## src/rtl/cache_controller_if.sv

```systemverilog
// cache_controller_if: CPU request/response, cache-array and memory signals of the cache controller.
interface cache_controller_if #(
  parameter int ADDRESS_SIZE           = 32,
  parameter int BLOCK_SIZE             = 32,
  parameter int NUM_OF_BLOCKS_PER_LINE = 4,
  parameter int NUM_OF_CACHE_LINES     = 4
) ();
  localparam int OFF  = $clog2(NUM_OF_BLOCKS_PER_LINE);
  localparam int IDX  = $clog2(NUM_OF_CACHE_LINES);
  localparam int TAG  = ADDRESS_SIZE - OFF - IDX;
  localparam int LINE = BLOCK_SIZE * NUM_OF_BLOCKS_PER_LINE;
  logic                    cpu_req_valid;
  logic                    cpu_req_write;
  logic [ADDRESS_SIZE-1:0] cpu_addr;
  logic [BLOCK_SIZE-1:0]   cpu_wdata;
  logic                    cpu_req_ready;
  logic                    cpu_resp_valid;
  logic [BLOCK_SIZE-1:0]   cpu_rdata;
  logic                    cache_read;
  logic                    cache_write;
  logic [ADDRESS_SIZE-1:0] cache_address;
  logic [BLOCK_SIZE-1:0]   cache_data_i;
  logic                    cache_hit;
  logic                    cache_miss;
  logic [BLOCK_SIZE-1:0]   cache_data_o;
  logic                    cache_victim_valid;
  logic                    cache_victim_dirty;
  logic [TAG-1:0]          cache_victim_tag;
  logic [LINE-1:0]         cache_line_rdata;
  logic                    cache_fill;
  logic                    cache_fill_dirty;
  logic [LINE-1:0]         cache_line_wdata;
  logic                    mem_req;
  logic                    mem_we;
  logic [ADDRESS_SIZE-1:0] mem_addr;
  logic [LINE-1:0]         mem_wdata;
  logic [LINE-1:0]         mem_rdata;
  logic                    mem_ack;
  modport master (
    input  cpu_req_valid, cpu_req_write, cpu_addr, cpu_wdata,
    output cpu_req_ready, cpu_resp_valid, cpu_rdata,
    output cache_read, cache_write, cache_address, cache_data_i,
    input  cache_hit, cache_miss, cache_data_o,
    input  cache_victim_valid, cache_victim_dirty, cache_victim_tag, cache_line_rdata,
    output cache_fill, cache_fill_dirty, cache_line_wdata,
    output mem_req, mem_we, mem_addr, mem_wdata,
    input  mem_rdata, mem_ack
  );
  modport slave (
    output cpu_req_valid, cpu_req_write, cpu_addr, cpu_wdata,
    input  cpu_req_ready, cpu_resp_valid, cpu_rdata,
    input  cache_read, cache_write, cache_address, cache_data_i,
    output cache_hit, cache_miss, cache_data_o,
    output cache_victim_valid, cache_victim_dirty, cache_victim_tag, cache_line_rdata,
    input  cache_fill, cache_fill_dirty, cache_line_wdata,
    input  mem_req, mem_we, mem_addr, mem_wdata,
    output mem_rdata, mem_ack
  );
endinterface

```

## src/rtl/cache_controller.sv

```systemverilog
// cache_controller: blocking direct-mapped cache controller sequencing lookup,
// dirty-victim write-back, line refill/install and a one-cycle CPU response.
module cache_controller #(
  parameter int ADDRESS_SIZE           = 32,
  parameter int BLOCK_SIZE             = 32,
  parameter int NUM_OF_BLOCKS_PER_LINE = 4,
  parameter int NUM_OF_CACHE_LINES     = 4
) (
  input  logic               clk,
  input  logic               rst_n,
  cache_controller_if.master bus,
  output logic [15:0]        o_hit_count,
  output logic [15:0]        o_miss_count
);
  localparam int OFF  = $clog2(NUM_OF_BLOCKS_PER_LINE);
  localparam int IDX  = $clog2(NUM_OF_CACHE_LINES);
  localparam int TAG  = ADDRESS_SIZE - OFF - IDX;
  localparam int LINE = BLOCK_SIZE * NUM_OF_BLOCKS_PER_LINE;
  typedef enum logic [2:0] {IDLE, LOOKUP, CHECK, WRITEBACK, FILL, INSTALL, RESPOND} state_t;
  state_t                  r_state, w_next;
  logic                    r_write;
  logic [ADDRESS_SIZE-1:0] r_addr;
  logic [BLOCK_SIZE-1:0]   r_wdata, r_rdata;
  logic [TAG-1:0]          r_vtag;
  logic [LINE-1:0]         r_vline, r_line, w_fill;
  logic [15:0]             r_hit_count, r_miss_count;
  logic [OFF-1:0]          w_off;
  logic [IDX-1:0]          w_idx;
  logic [TAG-1:0]          w_tag;
  logic [BLOCK_SIZE-1:0]   w_word;
  logic                    w_hit, w_unused;
  assign w_off    = r_addr[OFF-1:0];
  assign w_idx    = r_addr[OFF+IDX-1:OFF];
  assign w_tag    = r_addr[ADDRESS_SIZE-1:OFF+IDX];
  assign w_word   = bus.cache_line_rdata[w_off*BLOCK_SIZE +: BLOCK_SIZE];
  // a valid indexed line with our tag is a hit even when the array reports miss (e.g. dirty)
  assign w_hit    = bus.cache_hit | (bus.cache_victim_valid & (bus.cache_victim_tag == w_tag));
  assign w_unused = bus.cache_miss;
  for (genvar k = 0; k < NUM_OF_BLOCKS_PER_LINE; k++) begin : g_fill
    assign w_fill[k*BLOCK_SIZE +: BLOCK_SIZE] = (r_write && w_off == OFF'(k)) ? r_wdata
                                              : bus.mem_rdata[k*BLOCK_SIZE +: BLOCK_SIZE];
  end
  always_ff @(posedge clk or negedge rst_n)
    if (!rst_n) r_state <= IDLE;
    else r_state <= w_next;
  always_comb begin
    w_next = r_state;
    case (r_state)
      IDLE:      w_next = bus.cpu_req_valid ? LOOKUP : IDLE;
      LOOKUP:    w_next = CHECK;
      CHECK:     w_next = w_hit ? RESPOND
                        : (bus.cache_victim_valid && bus.cache_victim_dirty) ? WRITEBACK : FILL;
      WRITEBACK: w_next = bus.mem_ack ? FILL : WRITEBACK;
      FILL:      w_next = bus.mem_ack ? INSTALL : FILL;
      INSTALL:   w_next = RESPOND;
      default:   w_next = IDLE;
    endcase
  end
  always_ff @(posedge clk or negedge rst_n) begin
    if (!rst_n) begin
      r_write      <= 1'b0;
      r_addr       <= '0;
      r_wdata      <= '0;
      r_rdata      <= '0;
      r_vtag       <= '0;
      r_vline      <= '0;
      r_line       <= '0;
      r_hit_count  <= '0;
      r_miss_count <= '0;
    end else begin
      if (r_state == IDLE && bus.cpu_req_valid) begin
        r_addr  <= bus.cpu_addr;
        r_write <= bus.cpu_req_write;
        r_wdata <= bus.cpu_wdata;
      end
      if (r_state == CHECK) begin
        r_vtag  <= bus.cache_victim_tag;
        r_vline <= bus.cache_line_rdata;
        if (w_hit && !r_write) r_rdata <= bus.cache_hit ? bus.cache_data_o : w_word;
        if (w_hit && r_hit_count != 16'hFFFF) r_hit_count <= r_hit_count + 16'd1;
        if (!w_hit && r_miss_count != 16'hFFFF) r_miss_count <= r_miss_count + 16'd1;
      end
      if (r_state == FILL && bus.mem_ack) r_line <= w_fill;
      if (r_state == INSTALL && !r_write) r_rdata <= r_line[w_off*BLOCK_SIZE +: BLOCK_SIZE];
    end
  end
  assign bus.cpu_req_ready    = rst_n && r_state == IDLE;
  assign bus.cpu_resp_valid   = r_state == RESPOND;
  assign bus.cpu_rdata        = r_rdata;
  assign bus.cache_read       = r_state == LOOKUP;
  assign bus.cache_write      = r_state == CHECK && w_hit && r_write;
  assign bus.cache_address    = r_addr;
  assign bus.cache_data_i     = r_wdata;
  assign bus.cache_fill       = r_state == INSTALL;
  assign bus.cache_fill_dirty = r_state == INSTALL && r_write;
  assign bus.cache_line_wdata = r_line;
  // victim tag/line are latched in CHECK so the write-back stays stable until ack
  assign bus.mem_req          = r_state == WRITEBACK || r_state == FILL;
  assign bus.mem_we           = r_state == WRITEBACK;
  assign bus.mem_addr         = r_state == WRITEBACK ? {r_vtag, w_idx, {OFF{1'b0}}}
                              : r_state == FILL ? {w_tag, w_idx, {OFF{1'b0}}} : '0;
  assign bus.mem_wdata        = r_state == WRITEBACK ? r_vline : '0;
  assign o_hit_count          = r_hit_count;
  assign o_miss_count         = r_miss_count;
endmodule

```

## src/flat_wrapper.sv

```systemverilog
// flat-port wrapper written by rule: the top's interface ports become plain ports
module cache_controller_flat 
#(
  parameter int ADDRESS_SIZE           = 32,
  parameter int BLOCK_SIZE             = 32,
  parameter int NUM_OF_BLOCKS_PER_LINE = 4,
  parameter int NUM_OF_CACHE_LINES     = 4
)
  (clk, rst_n, o_hit_count, o_miss_count, bus_cpu_req_valid, bus_cpu_req_write, bus_cpu_addr, bus_cpu_wdata, bus_cpu_req_ready, bus_cpu_resp_valid, bus_cpu_rdata, bus_cache_read, bus_cache_write, bus_cache_address, bus_cache_data_i, bus_cache_hit, bus_cache_miss, bus_cache_data_o, bus_cache_victim_valid, bus_cache_victim_dirty, bus_cache_victim_tag, bus_cache_line_rdata, bus_cache_fill, bus_cache_fill_dirty, bus_cache_line_wdata, bus_mem_req, bus_mem_we, bus_mem_addr, bus_mem_wdata, bus_mem_rdata, bus_mem_ack);
  cache_controller_if #(.ADDRESS_SIZE(ADDRESS_SIZE), .BLOCK_SIZE(BLOCK_SIZE), .NUM_OF_BLOCKS_PER_LINE(NUM_OF_BLOCKS_PER_LINE), .NUM_OF_CACHE_LINES(NUM_OF_CACHE_LINES)) bus_i ();
  input  logic clk;
  input  logic rst_n;
  output logic [15:0] o_hit_count;
  output logic [15:0] o_miss_count;
  input wire logic [$bits(bus_i.cpu_req_valid)-1:0] bus_cpu_req_valid;
  input wire logic [$bits(bus_i.cpu_req_write)-1:0] bus_cpu_req_write;
  input wire logic [$bits(bus_i.cpu_addr)-1:0] bus_cpu_addr;
  input wire logic [$bits(bus_i.cpu_wdata)-1:0] bus_cpu_wdata;
  output wire logic [$bits(bus_i.cpu_req_ready)-1:0] bus_cpu_req_ready;
  output wire logic [$bits(bus_i.cpu_resp_valid)-1:0] bus_cpu_resp_valid;
  output wire logic [$bits(bus_i.cpu_rdata)-1:0] bus_cpu_rdata;
  output wire logic [$bits(bus_i.cache_read)-1:0] bus_cache_read;
  output wire logic [$bits(bus_i.cache_write)-1:0] bus_cache_write;
  output wire logic [$bits(bus_i.cache_address)-1:0] bus_cache_address;
  output wire logic [$bits(bus_i.cache_data_i)-1:0] bus_cache_data_i;
  input wire logic [$bits(bus_i.cache_hit)-1:0] bus_cache_hit;
  input wire logic [$bits(bus_i.cache_miss)-1:0] bus_cache_miss;
  input wire logic [$bits(bus_i.cache_data_o)-1:0] bus_cache_data_o;
  input wire logic [$bits(bus_i.cache_victim_valid)-1:0] bus_cache_victim_valid;
  input wire logic [$bits(bus_i.cache_victim_dirty)-1:0] bus_cache_victim_dirty;
  input wire logic [$bits(bus_i.cache_victim_tag)-1:0] bus_cache_victim_tag;
  input wire logic [$bits(bus_i.cache_line_rdata)-1:0] bus_cache_line_rdata;
  output wire logic [$bits(bus_i.cache_fill)-1:0] bus_cache_fill;
  output wire logic [$bits(bus_i.cache_fill_dirty)-1:0] bus_cache_fill_dirty;
  output wire logic [$bits(bus_i.cache_line_wdata)-1:0] bus_cache_line_wdata;
  output wire logic [$bits(bus_i.mem_req)-1:0] bus_mem_req;
  output wire logic [$bits(bus_i.mem_we)-1:0] bus_mem_we;
  output wire logic [$bits(bus_i.mem_addr)-1:0] bus_mem_addr;
  output wire logic [$bits(bus_i.mem_wdata)-1:0] bus_mem_wdata;
  input wire logic [$bits(bus_i.mem_rdata)-1:0] bus_mem_rdata;
  input wire logic [$bits(bus_i.mem_ack)-1:0] bus_mem_ack;
  assign bus_i.cpu_req_valid = bus_cpu_req_valid;
  assign bus_i.cpu_req_write = bus_cpu_req_write;
  assign bus_i.cpu_addr = bus_cpu_addr;
  assign bus_i.cpu_wdata = bus_cpu_wdata;
  assign bus_cpu_req_ready = bus_i.cpu_req_ready;
  assign bus_cpu_resp_valid = bus_i.cpu_resp_valid;
  assign bus_cpu_rdata = bus_i.cpu_rdata;
  assign bus_cache_read = bus_i.cache_read;
  assign bus_cache_write = bus_i.cache_write;
  assign bus_cache_address = bus_i.cache_address;
  assign bus_cache_data_i = bus_i.cache_data_i;
  assign bus_i.cache_hit = bus_cache_hit;
  assign bus_i.cache_miss = bus_cache_miss;
  assign bus_i.cache_data_o = bus_cache_data_o;
  assign bus_i.cache_victim_valid = bus_cache_victim_valid;
  assign bus_i.cache_victim_dirty = bus_cache_victim_dirty;
  assign bus_i.cache_victim_tag = bus_cache_victim_tag;
  assign bus_i.cache_line_rdata = bus_cache_line_rdata;
  assign bus_cache_fill = bus_i.cache_fill;
  assign bus_cache_fill_dirty = bus_i.cache_fill_dirty;
  assign bus_cache_line_wdata = bus_i.cache_line_wdata;
  assign bus_mem_req = bus_i.mem_req;
  assign bus_mem_we = bus_i.mem_we;
  assign bus_mem_addr = bus_i.mem_addr;
  assign bus_mem_wdata = bus_i.mem_wdata;
  assign bus_i.mem_rdata = bus_mem_rdata;
  assign bus_i.mem_ack = bus_mem_ack;
  cache_controller #(.ADDRESS_SIZE(ADDRESS_SIZE), .BLOCK_SIZE(BLOCK_SIZE), .NUM_OF_BLOCKS_PER_LINE(NUM_OF_BLOCKS_PER_LINE), .NUM_OF_CACHE_LINES(NUM_OF_CACHE_LINES)) u_core (.clk(clk), .rst_n(rst_n), .bus(bus_i), .o_hit_count(o_hit_count), .o_miss_count(o_miss_count));
endmodule
```

## config.mk

```make
export PLATFORM = sky130hd
export DESIGN_NAME = cache_controller_flat
export DESIGN_NICKNAME = d
export VERILOG_FILES = /design/src/rtl/cache_controller_if.sv /design/src/rtl/cache_controller.sv /design/src/flat_wrapper.sv
export SDC_FILE = /design/constraint.sdc
export NUM_CORES = 1
export LEC_CHECK = 0
export ABC_CLOCK_PERIOD_IN_PS = 2500
export CORE_AREA = 2 2 312 314
export CTS_CLUSTER_SIZE = 10
export DETAILED_ROUTE_END_ITERATION = 7
export DIE_AREA = 0 0 314 316
export SLEW_MARGIN = 20
export SYNTH_ARGS = -nofsm -noshare
export SYNTH_HDL_FRONTEND = slang
export SYNTH_SLANG_ARGS = --single-unit
export TNS_END_PERCENT = 1
```

## constraint.sdc

```tcl
create_clock -name clk -period 2.5 [get_ports clk]
set_input_delay 0.375 -clock clk [delete_from_list [all_inputs] [get_ports clk]]
set_output_delay 0.375 -clock clk [all_outputs]
set_load 0.01 [all_outputs]
```

; ---- After elaboration in Yosys (flattened, before gate mapping)
; Cells that the tools add are included.
[totals]
latch_bits = 0
mem_count = 0
register_bits = 416
ramBits = 0
word_cells = 70
romBits = 0
in_bits = 389
output_inout_bits = 424
[classes]
mux = 17
mul = 0
add_sub_neg = 2
bitwise = 2
div_mod_pow = 0
shifts = 2
order_cmp = 0
n_reduce_logical = 25
n_eq_ne = 12
[op_table]
columns = op, count
row1 = 32-bit 2-to-1 mux, 10
row2 = 128-bit by 8-bit variable part select with 32-bit output, 2
row3 = 128-bit 2-to-1 mux, 1
row4 = 16-bit by 1-bit adder with 16-bit output (second input constant), 2
row5 = 16-bit inequality test (second input constant), 2
row6 = 28-bit equality test, 1
row7 = 3-bit case mux with 6 select lines, 1
row8 = 1-bit logical AND, 15
row9 = 3-bit equality test (second input constant), 3
row10 = 3-bit 2-to-1 mux, 3
row11 = 3-bit by 2-bit equality test with 1-bit output (second input constant), 2
row12 = 2-bit AND reduction, 3
row13 = 2-bit equality test (second input constant), 2
row14 = 2-bit nonzero test, 2
row15 = 3-bit by 1-bit equality test with 1-bit output (second input constant), 1
row16 = 3-bit zero test, 1
row17 = 2-bit by 1-bit equality test with 1-bit output (second input constant), 1
row18 = 1-bit zero test, 2
row19 = 2-bit zero test, 1
row20 = 1-bit 2-to-1 mux, 2
row21 = 1-bit AND, 1
row22 = 1-bit logical OR, 1
row23 = 1-bit OR, 1

; ---- Depth between registers and ports, before layout
[logic_depth]
word_depth = 7
ltp_mapped = 9
ltp_nobuf = 6

; ---- Least setup slack after synthesis
; No wires, ideal clock.
[synth_timing]
kind = register -> output
from = reg u_core.r_addr[25], in the netlist u_core.bus.cache_address[25]
to = out bus_cache_write
path_slack_ns = 0.482
path_buffers = 2
stages_incl_launch_ff = 8
required_ns = 2.125
arrival_time_ns = 1.643
path_cell_list = dfrtp_1 xnor2_1 nand4_1 nor4_1 a41o_1 buf_4 buf_2 and3_1
[synth_between]
elab_chain_len = 5
[synth_lines]
columns = item, line
row1 = start: declaration, cache_controller.sv:22  ; logic [ADDRESS_SIZE-1:0] r_addr;
row2 = start signal: assignment, cache_controller.sv:72  ; r_addr <= bus.cpu_addr;
row3 = 28-bit equality test, cache_controller.sv:37  ; assign w_hit = bus.cache_hit | (bus.cache_victim_valid & (bus.cache_victim_tag == w_tag));
row4 = 1-bit AND, cache_controller.sv:37
row5 = 1-bit OR, cache_controller.sv:37
row6 = 1-bit logical AND (2 in a row), cache_controller.sv:91  ; assign bus.cache_write = r_state == CHECK && w_hit && r_write;
row7 = end: declaration, flat_wrapper.sv:23  ; output wire logic [$bits(bus_i.cache_write)-1:0] bus_cache_write;
; Every way passes these cells.

; ---- Worst setup path after layout
; Ends and elaborated chain as after synthesis.

==> flow_metrics.py <==
metrics = {
    "critical_path": {
        "r2r_setup_slack_ns": 0.09,
        "cp_max_fo": 2,
        "r2r-start": "u_core.bus.cache_address[25]",
        "cp.required_ns": 2.12,
        "critPathCaptureType": "output pin",
        "arrival_ns": 2.24,
        "crit_type": "register to output pin",
        "r2r_cells": 8,
        "rr_endpoint": "u_core.o_miss_count[1]",
        "startpoint_type": "register",
    },
    "grt": {
        "grt_pass1_vias": 19181,
        "grt_antenna_before_repair": 6,
        "gr-total-overflow": 0,
        "grt_usage_pct": 18.7,
        "grt_max_degree": 145,
        "grt_pass1_wl_mm": 137,
    },
    "sta": {
        "slew_headroom_pct": 29.5,
        "fin_worst_skew_ns": 0.0168,
        "hold_violations": 0,
        "fin_crit_sh_pct": 105,
        "fin_ws_ns": -0.114,
        "worstMarginPinSlew_ns": 1.06,
        "slew_viol_final": 0,
        "setup_viol": 23,
        "rsz0062_at_grt": "true",
        "fin_tns_setup_ns": -0.711,
        "period_needed_ns": 2.61,
        "maxClockFrequency_mhz": 383,
    },
    "cells_and_area": {
        "final_util_pct": 33.9,
        "layout_common_cells": "clkdlybuf4s50_1 (642), nand2_1 (481), dfrtp_1 (412)",
        "final_nets": 3259,
        "drive_gt1_share_pct": 17.8,
        "mostFrequentLayoutCell": "clkdlybuf4s50_1",
        "syn2layout_area_growth_pct": 56.3,
    },
    "clock_tree": {
        "clk_latency_ns": 0.61,
        "cts_tree": "built",
        "cts_buffer_depth": 3,
        "clock_sinks": 416,
        "cts_buffers": 51,
        "path_clk_slew_ns": 0.06,
        "clock-root-buffer": "clkbuf_16",
        "htreeDepth": 2,
    },
    "pwr": {
        "power_leakage_nw": 15.2,
        "p_int_mw": 24.0,
        "seq_power_share_pct": 32.3,
        "clkPwrFrac_pct": 17.7,
        "swShare_pct": 40.1,
        "finalPower_mw": 40.1,
        "switching_power_mw": 16.1,
        "p_comb_share_pct": 49.9,
        "ir_drop_mv": 0.629,
        "power.density_mw_per_mm2": 1230,
    },
    "yosys": {
        "ys_ff_latch": 416,
        "synth_edf_count": 0,
        "synthTopCellsByArea": "dfrtp_1 (50%), nand2_1 (8.7%), mux2i_1 (7.7%)",
        "synthDistinctLibCells": 49,
        "syn_inst": 2035,
        "yosysTopAreaCell": "dfrtp_1",
        "syn_area_mm2": 0.0208,
        "yosysSeqAreaShare_pct": 50.0,
        "yosys.area.top_type_share_pct": 50.0,
        "async_flop_share_pct": 100,
        "ys_warn_count": 0,
        "synth_flop_cell": "dfrtp_1",
        "postSynthAreaPerCell_um2": 10.2,
    },
    "hold_path": {
        "hold_path.class": "primary input to async pin",
    },
    "detailed_routing": {
        "drt_wl_total_mm": 97.5,
        "vias": 19023,
        "first_pass_iters": 5,
        "ant_nets": 0,
        "wire_per_inst_um": 23.4,
        "drt_iter0_markers": 1460,
        "viasPerCell": 4.56,
        "remaining_drc_errors": 0,
    },
    "die": {
        "die_w_um": 314,
        "rows": 114,
        "die-area_mm2": 0.0992,
        "coreArea_mm2": 0.0960,
        "start_util_pct": 21.7,
        "die_h_um": 316,
        "boundaryPins": 813,
    },
    "outcome": {
        "status": "complete, but fails checks",
        "violations": "negative setup slack",
    },
    "placed_design": {
        "port-buffer-count": 809,
        "place_congestion": 0.925,
        "hpwlAfterDp_mm": 73.4,
    },
    "run": {
        "drv_cap": 0,
    },
}
synthesized netlist by cell type (18+ instances only):
library cell	count
nand2_1	482
dfrtp_1	416
nor2_1	176
mux2i_1	160
and3_1	134
a21oi_1	129
clkbuf_1	113
mux4_2	64
mux2_2	63
inv_1	39
buf_2	32
xnor2_1	32
a221oi_2	30
a22o_1	28
xor2_1	23
nand4_1	18
critical path, stage by stage, from the launching register on:
cell      delay [ns]
dfrtp_1         0.41
xnor2_1         0.25
nand4_1         0.16
nor4_2          0.30
a41o_1          0.23
and3_1          0.16
clkbuf_2        0.13
through the flow:
step | instance area (µm²) | hold WS [ns] | instances | setup slack [ns]
6_report | 32500 | 0.204 | 4171 | -0.114
5_1_grt | 32500 | 0.197 | 4170 | -0.200
3_3_place_gp | 31100 | 0.236 | 4079 | -0.420
3_5_place_dp | 31100 | 0.234 | 4079 | -0.365
4_1_cts | 32700 | 0.164 | 4163 | -0.281
2_1_floorplan | 20800 | 0.0794 | 2036 | 0.482
registers in the layout (all words and copies together), names as in the netlist:
signal	count
u_core.bus.cache_address	32
u_core.o_miss_count	16
u_core.r_vtag	28
u_core.r_state	3
u_core.bus.cpu_rdata	32
u_core.bus.cache_line_wdata	128
u_core.bus.cache_data_i	32
u_core.o_hit_count	16
u_core.r_write	1
u_core.r_vline	128
cells by family (layout without fill, tap and decap cells):
logic type,after synthesis,in the layout,share of synthesized area [%]
muxes,289,289,18.2
DFF,416,416,50.0
and+or+nand+nor,871,871,18.4
buffers and inverters,201,1056,4.04
xor gates and xnor gates,55,55,2.32
other,1,6,0.0180
AOI/OAI and AO/OA,200,200,6.93
adders and majority gates,2,2,0.120
power groups by stage:
stage / combinational (mW) / sequential [mW] / clock [mW]
after floorplan: 8.99 / 12.8 / 0
after global placement: 20.0 / 12.9 / 0
after detailed placement: 20.0 / 13.0 / 0
after CTS: 20.1 / 12.9 / 7.30
after global routing: 21.5 / 13.3 / 7.52
final: 20.0 / 12.9 / 7.11
layer usage:
| metal | global-route usage (%) | vias up | part of all wire (%) |
|---|---|---|---|
| met3 | 5.16 | 136 | 7.5 |
| met4 | 5.57 | 6 | 2.6 |
| li1 | - | 8634 | - |
| met5 | 0 | - | 0.041 |
| met2 | 30.3 | 794 | 47 |
| met1 | 24.3 | 9453 | 42 |
cell type report:
cell class / instances / area (µm²)
fillers: 9841 / 63500
flip-flops and latches: 416 / 10400
multi-input cells: 1419 / 9670
repair buffers: 941 / 9150
well taps: 1276 / 1600
clock buffers: 70 / 1450
inverters: 39 / 149
clock inverters: 6 / 80.1
diodes: 4 / 10.0
worst max path at each step:
| stage | from | to | slack (ns) | depth (start not counted) |
|---|---|---|---|---|
| 2_1_floorplan | u_core.bus.cache_address[25] | bus_cache_write | 0.48 | 7 |
| 3_3_place_gp | bus_cache_victim_tag[8] | bus_cache_write | -0.42 | 8 |
| 3_5_place_dp | bus_cache_victim_tag[8] | bus_cache_write | -0.37 | 8 |
| 4_1_cts | u_core.bus.cache_address[27] | bus_cache_write | -0.28 | 7 |
| 5_1_grt | u_core.bus.cache_address[29] | bus_cache_write | -0.20 | 7 |
| 6_report | u_core.bus.cache_address[25] | bus_cache_write | -0.11 | 6 |
timing repair:
action | CTS | global route
gates cloned | 2 | 0
hold buffers | 1 | 0
endpoints found under the hold margin | 87 | 0
pin swaps | 1 | 2
buffers inserted | 5 | 4
gates resized for setup | 368 | 124
endpoints found under the setup margin | 165 | 176
No activity file was read; power rests on OpenSTA's default activity.
